==> config.mk <==
export PLATFORM = sky130hd
export DESIGN_NAME = dispatch_queue_flat
export DESIGN_NICKNAME = d
export VERILOG_FILES = /design/src/rtl/dispatch_if.sv /design/src/rtl/dispatch_queue.sv /design/src/flat_wrapper.sv
export SDC_FILE = /design/constraint.sdc
export NUM_CORES = 1
export LEC_CHECK = 0
export CAP_MARGIN = 20
export CORE_AREA = 5 5 154 156
export CTS_BUF_LIST = sky130_fd_sc_hd__clkbuf_2
export CTS_CLUSTER_DIAMETER = 80
export DETAILED_ROUTE_END_ITERATION = 8
export DIE_AREA = 0 0 159 161
export PLACE_DENSITY = 0.77
export REMOVE_ABC_BUFFERS = 1
export SYNTH_ARGS = -nofsm -noshare
export SYNTH_HDL_FRONTEND = slang
export SYNTH_SLANG_ARGS = --single-unit
==> constraint.sdc <==
create_clock -name clk_i -period 3.1 [get_ports clk_i]
set_input_delay 0.62 -clock clk_i [delete_from_list [all_inputs] [get_ports clk_i]]
set_output_delay 0.62 -clock clk_i [all_outputs]
set_load 0.1 [all_outputs]
==> src/rtl/dispatch_if.sv <==
// Handshake/payload bundle between the decode stage, dispatch_queue and the execution units.
// Signal suffixes are from the queue's point of view: the slave modport is the queue itself.
interface dispatch_if #(
    parameter int unsigned DEPTH = 4,
    parameter int unsigned CNT_W = 16
);
    localparam int unsigned OCC_W = $clog2(DEPTH) + 1;

    logic             flush_i;
    logic             in_valid_i;
    logic             in_ready_o;
    logic [31:0]      in_inst_i;
    logic [31:0]      in_pc_i;
    logic             in_alu_i;
    logic             in_lsu_i;
    logic             in_muldiv_i;
    logic             in_br_i;
    logic             alu_valid_o;
    logic             alu_ready_i;
    logic             lsu_valid_o;
    logic             lsu_ready_i;
    logic             muldiv_valid_o;
    logic             muldiv_ready_i;
    logic [31:0]      out_inst_o;
    logic [31:0]      out_pc_o;
    logic             illegal_o;
    logic [OCC_W-1:0] count_o;
    logic [CNT_W-1:0] stall_cnt_o;

    modport slave (
        input  flush_i, in_valid_i, in_inst_i, in_pc_i,
               in_alu_i, in_lsu_i, in_muldiv_i, in_br_i,
               alu_ready_i, lsu_ready_i, muldiv_ready_i,
        output in_ready_o, alu_valid_o, lsu_valid_o, muldiv_valid_o,
               out_inst_o, out_pc_o, illegal_o, count_o, stall_cnt_o
    );

    modport master (
        output flush_i, in_valid_i, in_inst_i, in_pc_i,
               in_alu_i, in_lsu_i, in_muldiv_i, in_br_i,
               alu_ready_i, lsu_ready_i, muldiv_ready_i,
        input  in_ready_o, alu_valid_o, lsu_valid_o, muldiv_valid_o,
               out_inst_o, out_pc_o, illegal_o, count_o, stall_cnt_o
    );
endinterface

==> src/rtl/dispatch_queue.sv <==
// In-order dispatch queue: circular buffer routing decoded instructions to ALU/LSU/MULDIV.
// Optional empty-queue same-cycle bypass is enabled by defining DISPATCH_BYPASS_EN.
module dispatch_queue #(
    parameter int unsigned DEPTH = 4,
    parameter int unsigned CNT_W = 16
) (
    input  logic      clk_i,
    input  logic      rst_n_i,
    dispatch_if.slave dq
);
    localparam int unsigned PTR_W = $clog2(DEPTH);
    localparam int unsigned OCC_W = PTR_W + 1;

    typedef enum logic [1:0] {
        CLS_ALU     = 2'd0,
        CLS_LSU     = 2'd1,
        CLS_MULDIV  = 2'd2,
        CLS_ILLEGAL = 2'd3
    } cls_e;

    logic [31:0]      inst_q [DEPTH];
    logic [31:0]      pc_q   [DEPTH];
    cls_e             cls_q  [DEPTH];

    logic [PTR_W-1:0] head_q, head_d;
    logic [PTR_W-1:0] tail_q, tail_d;
    logic [OCC_W-1:0] count_q, count_d;
    logic [CNT_W-1:0] stall_q, stall_d;

    cls_e in_cls_c, head_cls_c, sel_cls_c;
    logic head_valid_c, byp_c, sel_active_c, sel_ready_c;
    logic illegal_c, deq_c, byp_take_c, in_ready_c, enq_c;

    // Branches share the ALU class; anything other than exactly one class is illegal.
    always_comb begin
        in_cls_c = CLS_ILLEGAL;
        case ({dq.in_alu_i | dq.in_br_i, dq.in_lsu_i, dq.in_muldiv_i})
            3'b100:  in_cls_c = CLS_ALU;
            3'b010:  in_cls_c = CLS_LSU;
            3'b001:  in_cls_c = CLS_MULDIV;
            default: in_cls_c = CLS_ILLEGAL;
        endcase
    end

    always_comb begin
        head_valid_c = (count_q != '0);
        head_cls_c   = cls_q[head_q];
`ifdef DISPATCH_BYPASS_EN
        byp_c = !head_valid_c && dq.in_valid_i && !dq.flush_i && (in_cls_c != CLS_ILLEGAL);
`else
        byp_c = 1'b0;
`endif
        sel_cls_c    = byp_c ? in_cls_c : head_cls_c;
        sel_active_c = byp_c || (head_valid_c && (head_cls_c != CLS_ILLEGAL));

        sel_ready_c = 1'b0;
        case (sel_cls_c)
            CLS_ALU:    sel_ready_c = dq.alu_ready_i;
            CLS_LSU:    sel_ready_c = dq.lsu_ready_i;
            CLS_MULDIV: sel_ready_c = dq.muldiv_ready_i;
            default:    sel_ready_c = 1'b0;
        endcase

        illegal_c  = head_valid_c && (head_cls_c == CLS_ILLEGAL);
        deq_c      = head_valid_c && (illegal_c || sel_ready_c);
        byp_take_c = byp_c && sel_ready_c;
        in_ready_c = (count_q < OCC_W'(DEPTH));
        enq_c      = dq.in_valid_i && in_ready_c && !dq.flush_i && !byp_take_c;

        head_d  = head_q;
        tail_d  = tail_q;
        count_d = count_q;
        stall_d = stall_q;

        // Stall counting survives flush; only reset clears it.
        if (head_valid_c && !illegal_c && !sel_ready_c && (stall_q != '1)) begin
            stall_d = stall_q + CNT_W'(1);
        end

        if (dq.flush_i) begin
            head_d  = '0;
            tail_d  = '0;
            count_d = '0;
        end else begin
            if (enq_c) tail_d = tail_q + PTR_W'(1);
            if (deq_c) head_d = head_q + PTR_W'(1);
            count_d = count_q + OCC_W'(enq_c) - OCC_W'(deq_c);
        end
    end

    always_ff @(posedge clk_i) begin
        if (!rst_n_i) begin
            head_q  <= '0;
            tail_q  <= '0;
            count_q <= '0;
            stall_q <= '0;
        end else begin
            head_q  <= head_d;
            tail_q  <= tail_d;
            count_q <= count_d;
            stall_q <= stall_d;
        end
    end

    // Payload storage carries no reset; entries are only visible once counted.
    always_ff @(posedge clk_i) begin
        if (enq_c) begin
            inst_q[tail_q] <= dq.in_inst_i;
            pc_q[tail_q]   <= dq.in_pc_i;
            cls_q[tail_q]  <= in_cls_c;
        end
    end

    assign dq.in_ready_o     = in_ready_c;
    assign dq.alu_valid_o    = sel_active_c && (sel_cls_c == CLS_ALU);
    assign dq.lsu_valid_o    = sel_active_c && (sel_cls_c == CLS_LSU);
    assign dq.muldiv_valid_o = sel_active_c && (sel_cls_c == CLS_MULDIV);
    assign dq.out_inst_o     = byp_c ? dq.in_inst_i : inst_q[head_q];
    assign dq.out_pc_o       = byp_c ? dq.in_pc_i : pc_q[head_q];
    assign dq.illegal_o      = illegal_c;
    assign dq.count_o        = count_q;
    assign dq.stall_cnt_o    = stall_q;

endmodule

==> src/flat_wrapper.sv <==
// flat-port wrapper written by rule: the top's interface ports become plain ports
module dispatch_queue_flat 
#(
    parameter int unsigned DEPTH = 4,
    parameter int unsigned CNT_W = 16
)
  (clk_i, rst_n_i, dq_flush_i, dq_in_valid_i, dq_in_inst_i, dq_in_pc_i, dq_in_alu_i, dq_in_lsu_i, dq_in_muldiv_i, dq_in_br_i, dq_alu_ready_i, dq_lsu_ready_i, dq_muldiv_ready_i, dq_in_ready_o, dq_alu_valid_o, dq_lsu_valid_o, dq_muldiv_valid_o, dq_out_inst_o, dq_out_pc_o, dq_illegal_o, dq_count_o, dq_stall_cnt_o);
  dispatch_if #(.DEPTH(DEPTH), .CNT_W(CNT_W)) dq_i ();
  input  logic clk_i;
  input  logic rst_n_i;
  input wire logic [$bits(dq_i.flush_i)-1:0] dq_flush_i;
  input wire logic [$bits(dq_i.in_valid_i)-1:0] dq_in_valid_i;
  input wire logic [$bits(dq_i.in_inst_i)-1:0] dq_in_inst_i;
  input wire logic [$bits(dq_i.in_pc_i)-1:0] dq_in_pc_i;
  input wire logic [$bits(dq_i.in_alu_i)-1:0] dq_in_alu_i;
  input wire logic [$bits(dq_i.in_lsu_i)-1:0] dq_in_lsu_i;
  input wire logic [$bits(dq_i.in_muldiv_i)-1:0] dq_in_muldiv_i;
  input wire logic [$bits(dq_i.in_br_i)-1:0] dq_in_br_i;
  input wire logic [$bits(dq_i.alu_ready_i)-1:0] dq_alu_ready_i;
  input wire logic [$bits(dq_i.lsu_ready_i)-1:0] dq_lsu_ready_i;
  input wire logic [$bits(dq_i.muldiv_ready_i)-1:0] dq_muldiv_ready_i;
  output wire logic [$bits(dq_i.in_ready_o)-1:0] dq_in_ready_o;
  output wire logic [$bits(dq_i.alu_valid_o)-1:0] dq_alu_valid_o;
  output wire logic [$bits(dq_i.lsu_valid_o)-1:0] dq_lsu_valid_o;
  output wire logic [$bits(dq_i.muldiv_valid_o)-1:0] dq_muldiv_valid_o;
  output wire logic [$bits(dq_i.out_inst_o)-1:0] dq_out_inst_o;
  output wire logic [$bits(dq_i.out_pc_o)-1:0] dq_out_pc_o;
  output wire logic [$bits(dq_i.illegal_o)-1:0] dq_illegal_o;
  output wire logic [$bits(dq_i.count_o)-1:0] dq_count_o;
  output wire logic [$bits(dq_i.stall_cnt_o)-1:0] dq_stall_cnt_o;
  assign dq_i.flush_i = dq_flush_i;
  assign dq_i.in_valid_i = dq_in_valid_i;
  assign dq_i.in_inst_i = dq_in_inst_i;
  assign dq_i.in_pc_i = dq_in_pc_i;
  assign dq_i.in_alu_i = dq_in_alu_i;
  assign dq_i.in_lsu_i = dq_in_lsu_i;
  assign dq_i.in_muldiv_i = dq_in_muldiv_i;
  assign dq_i.in_br_i = dq_in_br_i;
  assign dq_i.alu_ready_i = dq_alu_ready_i;
  assign dq_i.lsu_ready_i = dq_lsu_ready_i;
  assign dq_i.muldiv_ready_i = dq_muldiv_ready_i;
  assign dq_in_ready_o = dq_i.in_ready_o;
  assign dq_alu_valid_o = dq_i.alu_valid_o;
  assign dq_lsu_valid_o = dq_i.lsu_valid_o;
  assign dq_muldiv_valid_o = dq_i.muldiv_valid_o;
  assign dq_out_inst_o = dq_i.out_inst_o;
  assign dq_out_pc_o = dq_i.out_pc_o;
  assign dq_illegal_o = dq_i.illegal_o;
  assign dq_count_o = dq_i.count_o;
  assign dq_stall_cnt_o = dq_i.stall_cnt_o;
  dispatch_queue #(.DEPTH(DEPTH), .CNT_W(CNT_W)) u_core (.clk_i(clk_i), .rst_n_i(rst_n_i), .dq(dq_i));
endmodule
==> flow_metrics.env, run 1 <==
export IMPL_skew_ns=0.0488
export IMPL_ant_nets=0
export IMPL_synthCells=514
export IMPL_syn2layout_area_growth_pct=31.5
export IMPL_min_path_type="in2reg"
export IMPL_grt_overflow=0
export IMPL_required_ns=3.73
export IMPL_final_max_slew_viol_count=0
export IMPL_synth_area_leaders="edfxtp_1, mux4_2, dfxtp_1, ha_1, a21oi_1"
export IMPL_setup_viol=0
export IMPL_ys_warn_count=0
export IMPL_die_w_um=159
export IMPL_drc=0
export IMPL_cts_hold_buf=0
export IMPL_yosysTopAreaCellShare=0.731
export IMPL_fin_ws_ns=0.102
export IMPL_netlist_cell_type_count=31
export IMPL_synth_edf_count=264
export IMPL_avgSynthCellArea_um2=21.1
export IMPL_port_buffers=162
export IMPL_grtUsageTotal=0.170
export IMPL_outcome="complete, no violations"
export IMPL_cts_buffers=68
export IMPL_synthMuxAreaShare=0.141
export IMPL_dr_pass1_iters=5
export IMPL_ys_seq_area_frac=0.777
export IMPL_rsz0062_at_grt="yes"
export IMPL_die_h_um=161
export IMPL_synth_xor_area_frac=0.00485
export IMPL_setup_worst_path_start_class="flip-flop"
export IMPL_grt_pass1_wl_um=34200
export IMPL_fmax_ghz=0.334
export IMPL_place_inst=956
export IMPL_fin_nets=826
export IMPL_dieArea_um2=25600
export IMPL_yosysTopAreaCell="edfxtp_1"
export IMPL_p_per_area_nw_per_um2=691
export IMPL_drv_cap=0
export IMPL_clockBufferDepth=3
export IMPL_netlist_top_cells_count="edfxtp_1, mux4_2, dfxtp_1"
export IMPL_endpoint_kind="flip-flop"
export IMPL_vias=5793
export IMPL_grt_start_max_net_pins=59
export IMPL_synth_simple_area_share=0.0357
export IMPL_power_total_w=0.00985
export IMPL_clk_root_buffer_cell="clkbuf_2"
export IMPL_fin_crit_sh=0.967
export IMPL_layout_drive_gt1_share=0.365
export IMPL_cts_tree="done"
export IMPL_clkLatencyLatePin_ns=0.74
export IMPL_synth_area_um2=10800
export IMPL_wl_per_cell_um=20.4
export IMPL_synth_top_family_by_area="multiplexers"
export IMPL_cts_sinks=289
export IMPL_initial_core_util=0.488
export IMPL_peakVddDrop_mv=0.500
export IMPL_pre_cts_slack_ns=0.156
export IMPL_path_class="reg2reg"
export IMPL_tightest_slew_ns=0.720
export IMPL_synthFlopType="edfxtp_1"
export IMPL_synth_fa_ha_area_frac=0.00992
export IMPL_rows=55
export IMPL_drtIter0Drc=378
export IMPL_num_io_pins=163
export IMPL_hold_viol=0
export IMPL_path_max_fanout=7
export IMPL_grt_pass1_vias=6366
export IMPL_synth_compound_area_share=0.0201
export IMPL_synthArstFlopShare=0
export IMPL_synth_most_common_cell="edfxtp_1"
export IMPL_ys_ff_latch=289
export IMPL_coreArea_um2=22200
export IMPL_fin_crit_ns=3.00
export IMPL_antenna_found_initial=2
export IMPL_relSlewSlack=0.516
export IMPL_min_delay_start="dq_in_inst_i[13]"
export IMPL_stdcell_count=1076
export IMPL_hpwl_um=13500
export IMPL_power_leakage_nw=4.81
export IMPL_tns_ns=0
export IMPL_routed_wl_um=21900
export IMPL_gp_congestion=0.828
export IMPL_ctsHtreeMaxLevel=3
export IMPL_clkTransAtPathRegs_ns=0.11
export IMPL_routed_via_density=5.38
export IMPL_arrival_ns=3.63
kinds of logic after synthesis:
| family | count (synthesis) |
|---|---|
| DFF | 289 |
| AOI/OAI and AO/OA | 38 |
| muxes | 70 |
| and+or+nand+nor | 72 |
| xor gates and xnor gates | 6 |
| adders and majority gates | 8 |
| buffers and inverters | 31 |
registers in the layout, summed over array words and instances, names as in the netlist, named ones only:
signal,cells
u_core.cls_q,8
u_core.tail_q,2
u_core.head_q,2
u_core.inst_q,128
u_core.pc_q,128
u_core.dq.stall_cnt_o,16
u_core.dq.count_o,3
metrics by stage:
step	utilization	instance area [um2]	hold WS (ns)
2_1_floorplan	-	10800	0.517
3_3_place_gp	0.612	13600	0.481
3_5_place_dp	0.612	13600	0.506
4_1_cts	0.639	14200	0.369
5_1_grt	0.641	14300	0.355
6_report	0.641	14300	0.477
path summary, 6_finish.rpt:
kind              slack [ns]  depth (start not counted)                               endpoint
setup / recovery        0.10                         11        u_core.dq.count_o[2]$_SDFF_PP0_
hold / removal          0.48                          1         u_core.inst_q[1][13]$_DFFE_PP_
setup reg to reg        0.10                         11        u_core.dq.count_o[2]$_SDFF_PP0_
hold reg to reg         0.52                          2  u_core.dq.stall_cnt_o[6]$_SDFFE_PN0P_
timing repair:
action | 4_1_cts | 5_1_grt
buffers inserted | 0 | 1
cloned | 0 | 1
hold endpoints to repair | 0 | 0
setup endpoints to repair | 60 | 60
resized for setup | 4 | 5
worst max-delay path, stage by stage (launching register included):
cell and delay (ns):
dfxtp_4 0.45, mux4_2 0.64, mux2i_1 0.34, a211oi_2 0.14, ha_1 0.31, inv_1 0.06
ha_1 0.14, inv_1 0.05, fa_1 0.37, xnor2_1 0.20, xnor2_1 0.14, nor2_1 0.05
cells in the final DEF, fill, tap and decap left out, types with 2 or more instances in the layout:
cell type / n
nor2_1: 15
and2_4: 4
clkinv_1: 10
nand2_1: 9
or4_1: 3
inv_1: 12
nand3_1: 5
buf_4: 25
o21ai_0: 14
a21oi_1: 14
nor3_1: 5
nor3b_1: 2
nand2b_1: 7
inv_2: 3
buf_12: 77
xnor2_1: 6
mux4_2: 66
dfxtp_4: 2
or3_1: 9
clkdlybuf4s50_1: 74
o31ai_1: 4
clkbuf_2: 102
edfxtp_1: 264
mux2i_1: 4
nand4_1: 3
o211ai_1: 2
and3_1: 5
dfxtp_1: 23
ha_1: 7
layout make-up:
type / count / area (um2)
antenna: 1 / 2.50
clock buffer: 102 / 510
clock inverter: 15 / 61.3
fill: 1498 / 7970
inverter: 12 / 45.0
multi-input combinational: 194 / 2320
sequential: 289 / 8440
tap: 285 / 357
timing repair buffer: 178 / 2520
report_power, final:
part / switching (W) / internal, W / total (W) / leakage [nW]
Combinational: 0.00202 / 0.00115 / 0.00316 / 1.75
Clock: 0.00137 / 0.000869 / 0.00224 / 0.456
Sequential: 0.0000642 / 0.00439 / 0.00445 / 2.60
Total: 0.00345 / 0.00640 / 0.00985 / 4.81
metal layers:
layer | routed length [um] | global-route usage | vias up
met4 | 454 | 0.0663 | 2
met5 | 13 | 0 | -
li1 | - | - | 2612
met3 | 1620 | 0.0569 | 41
met2 | 11200 | 0.281 | 236
met1 | 8650 | 0.211 | 2902
Power figures use the tool's default switching activity.
==> run 2: changes to the inputs <==
--- a/config.mk
+++ b/config.mk
@@ -6,12 +6,11 @@
 export NUM_CORES = 1
 export LEC_CHECK = 0
 export CAP_MARGIN = 20
-export CORE_AREA = 5 5 154 156
+export CORE_AREA = 2 2 212 214
 export CTS_BUF_LIST = sky130_fd_sc_hd__clkbuf_2
 export CTS_CLUSTER_DIAMETER = 80
 export DETAILED_ROUTE_END_ITERATION = 8
-export DIE_AREA = 0 0 159 161
-export PLACE_DENSITY = 0.77
+export DIE_AREA = 0 0 214 216
 export REMOVE_ABC_BUFFERS = 1
 export SYNTH_ARGS = -nofsm -noshare
 export SYNTH_HDL_FRONTEND = slang
==> run 2 against run 1 <==
Against the previous run: die area increased by 81%; via count rose by 0.33%; the run now ends with setup timing left; critical path depth decreased by 7; total power is 4.3% higher; sequential share of layout area decreased by 1.9 points; maximum frequency fell by 5.6%.
==> flow_metrics.env, run 2 (same netlist as run 1, synthesis figures left out) <==
export IMPL_reg2reg_slack_ns=0.08
export IMPL_violations="setup timing"
export IMPL_p_per_area_nw_per_um2=698
export IMPL_path_max_fanout=8
export IMPL_layout_drive_gt1_share=0.387
export IMPL_grt_pass1_wl_um=37400
export IMPL_vias=5812
export IMPL_comb_power_share=0.309
export IMPL_clock_power_share=0.258
export IMPL_clockBufferDepth=3
export IMPL_setup_viol=37
export IMPL_drv_cap=0
export IMPL_final_max_slew_viol_count=0
export IMPL_num_io_pins=163
export IMPL_clkLatencyLatePin_ns=0.97
export IMPL_initial_core_util=0.247
export IMPL_skew_ns=0.0565
export IMPL_hold_viol=0
export IMPL_drtIter0Drc=260
export IMPL_ctsHtreeMaxLevel=3
export IMPL_power_leakage_nw=4.87
export IMPL_grt_pass1_vias=6400
export IMPL_place_inst=1263
export IMPL_relSlewSlack=0.474
export IMPL_port_buffers=162
export IMPL_finish_utilization=0.336
export IMPL_fin_crit_sh=1.02
export IMPL_path_class="reg2out"
export IMPL_drc=0
export IMPL_routed_via_density=4.10
export IMPL_internal_power_w=0.00657
export IMPL_fmax_ghz=0.315
export IMPL_layout_common_cells="edfxtp_1, clkbuf_2, clkdlybuf4s50_1"
export IMPL_gp_congestion=0.748
export IMPL_dieArea_um2=46200
export IMPL_min_to="u_core.pc_q[0][6]$_DFFE_PP_"
export IMPL_clkTransAtPathRegs_ns=0.11
export IMPL_cts_sinks=289
export IMPL_die_w_um=214
export IMPL_die_h_um=216
export IMPL_final_common_cell="edfxtp_1"
export IMPL_swShare=0.360
export IMPL_fin_crit_ns=3.18
export IMPL_cts_tree="done"
export IMPL_coreArea_um2=43800
export IMPL_rsz0062_at_grt="yes"
export IMPL_clk_root_buffer_cell="clkbuf_2"
export IMPL_min_path_type="in2reg"
export IMPL_arrival_ns=2.56
export IMPL_hold_depth=1
export IMPL_reg2reg_to="u_core.dq.count_o[2]$_SDFF_PP0_"
export IMPL_peakVddDrop_mv=0.279
export IMPL_fin_ws_ns=-0.0758
export IMPL_wl_per_cell_um=17.2
export IMPL_min_delay_start="dq_in_pc_i[6]"
export IMPL_switching_power_w=0.00370
export IMPL_endpoint_kind="output pin"
export IMPL_hpwl_um=13600
export IMPL_ant_nets=0
export IMPL_required_ns=2.48
export IMPL_stdcell_count=1417
export IMPL_fin_nets=846
export IMPL_ff2ff_path_depth=12
export IMPL_grt_overflow=0
export IMPL_rows=77
export IMPL_cts_buffers=79
export IMPL_outcome="complete, but fails checks"
export IMPL_grtUsageTotal=0.108
export IMPL_dr_pass1_iters=5
export IMPL_routed_wl_um=24400
export IMPL_tightest_slew_ns=0.783
export IMPL_antenna_found_initial=1
export IMPL_grt_start_max_net_pins=58
export IMPL_cts_hold_buf=0
export IMPL_seq_power_share=0.433
export IMPL_syn2layout_area_growth_pct=35.8
export IMPL_setup_worst_path_start_class="flip-flop"
[run 2: changes by cell type in the layout (fill, tap and decap cells not counted), moves of 3 or more]
| cell | before | now |
|---|---|---|
| buf_6 | 0 | 27 |
| buf_12 | 77 | 46 |
| clkbuf_2 | 102 | 108 |
| buf_8 | 0 | 3 |
| clkinv_2 | 1 | 8 |
| clkinv_1 | 10 | 19 |
| buf_4 | 25 | 30 |
| buf_16 | 1 | 7 |
[run 2: routing by layer]
| metal | part of all wire | GRT usage |
|---|---|---|
| met5 | 0 | 0 |
| met4 | 0.029 | 0.0594 |
| met3 | 0.057 | 0.0341 |
| met2 | 0.49 | 0.174 |
| met1 | 0.43 | 0.130 |
[run 2: worst max-delay path, stage by stage, from the launching register on]
cell,delay (ns)
dfxtp_4,0.49
buf_12,0.16
buf_16,0.16
mux4_2,0.57
buf_12,0.20
[run 2: power groups by stage]
stage	Sequential, W	Combinational (W)	Clock (W)
CTS	0.00445	0.00316	0.00283
floorplan	0.00472	0.00184	0
global route	0.00447	0.00331	0.00301
global placement	0.00453	0.00291	0
finish	0.00445	0.00317	0.00265
detailed placement	0.00453	0.00292	0
[run 2: what timing repair did]
| action | 4_1_cts | 5_1_grt |
|---|---|---|
| setup endpoints to repair | 68 | 69 |
| cloned | 5 | 0 |
| buffers inserted | 5 | 1 |
| pin swaps | 1 | 2 |
| resized for setup | 45 | 12 |
[run 2: final cells by class]
type,instances,area [um2]
inverters,12,45.0
diodes,1,2.50
well taps,592,741
flip-flops and latches,289,8440
clock inverters,34,181
clock buffers,108,541
repair buffers,187,2430
fillers,4222,29100
multi-input cells,194,2350
[run 2: per-stage QoR]
step	instance area [um2]	setup slack (ns)	hold WS (ns)	setup TNS, ns	power [W]
2_1_floorplan	10800	-3.16	0.517	-214.46	0.00657
3_3_place_gp	13600	0.248	0.484	0	0.00744
3_5_place_dp	13600	0.214	0.501	0	0.00745
4_1_cts	14700	-0.321	0.0357	-17.09	0.0104
5_1_grt	14700	-0.293	0.0871	-14.85	0.0108
6_report	14700	-0.0758	0.266	-1.15	0.0103
[run 2: how the worst max path moves through the flow]
stage	start	to	slack [ns]	depth (start not counted)
finish	flip-flop	dq_out_inst_o[19]	-0.08	4
global route	flip-flop	dq_muldiv_valid_o	-0.29	4
CTS	flip-flop	dq_out_inst_o[19]	-0.32	4
detailed placement	dq_alu_ready_i	u_core.dq.count_o[2]$_SDFF_PP0_	0.21	11
global placement	dq_muldiv_ready_i	u_core.dq.count_o[2]$_SDFF_PP0_	0.25	11
floorplan	flip-flop	dq_alu_valid_o	-3.16	2
==> run 3: changes to the inputs <==
--- a/config.mk
+++ b/config.mk
@@ -5,6 +5,7 @@
 export SDC_FILE = /design/constraint.sdc
 export NUM_CORES = 1
 export LEC_CHECK = 0
+export ABC_CLOCK_PERIOD_IN_PS = 3100
 export CAP_MARGIN = 20
 export CORE_AREA = 2 2 212 214
 export CTS_BUF_LIST = sky130_fd_sc_hd__clkbuf_2
==> results of run 3 <==
Final layout, timing and power as in run 2 (identical DEF).
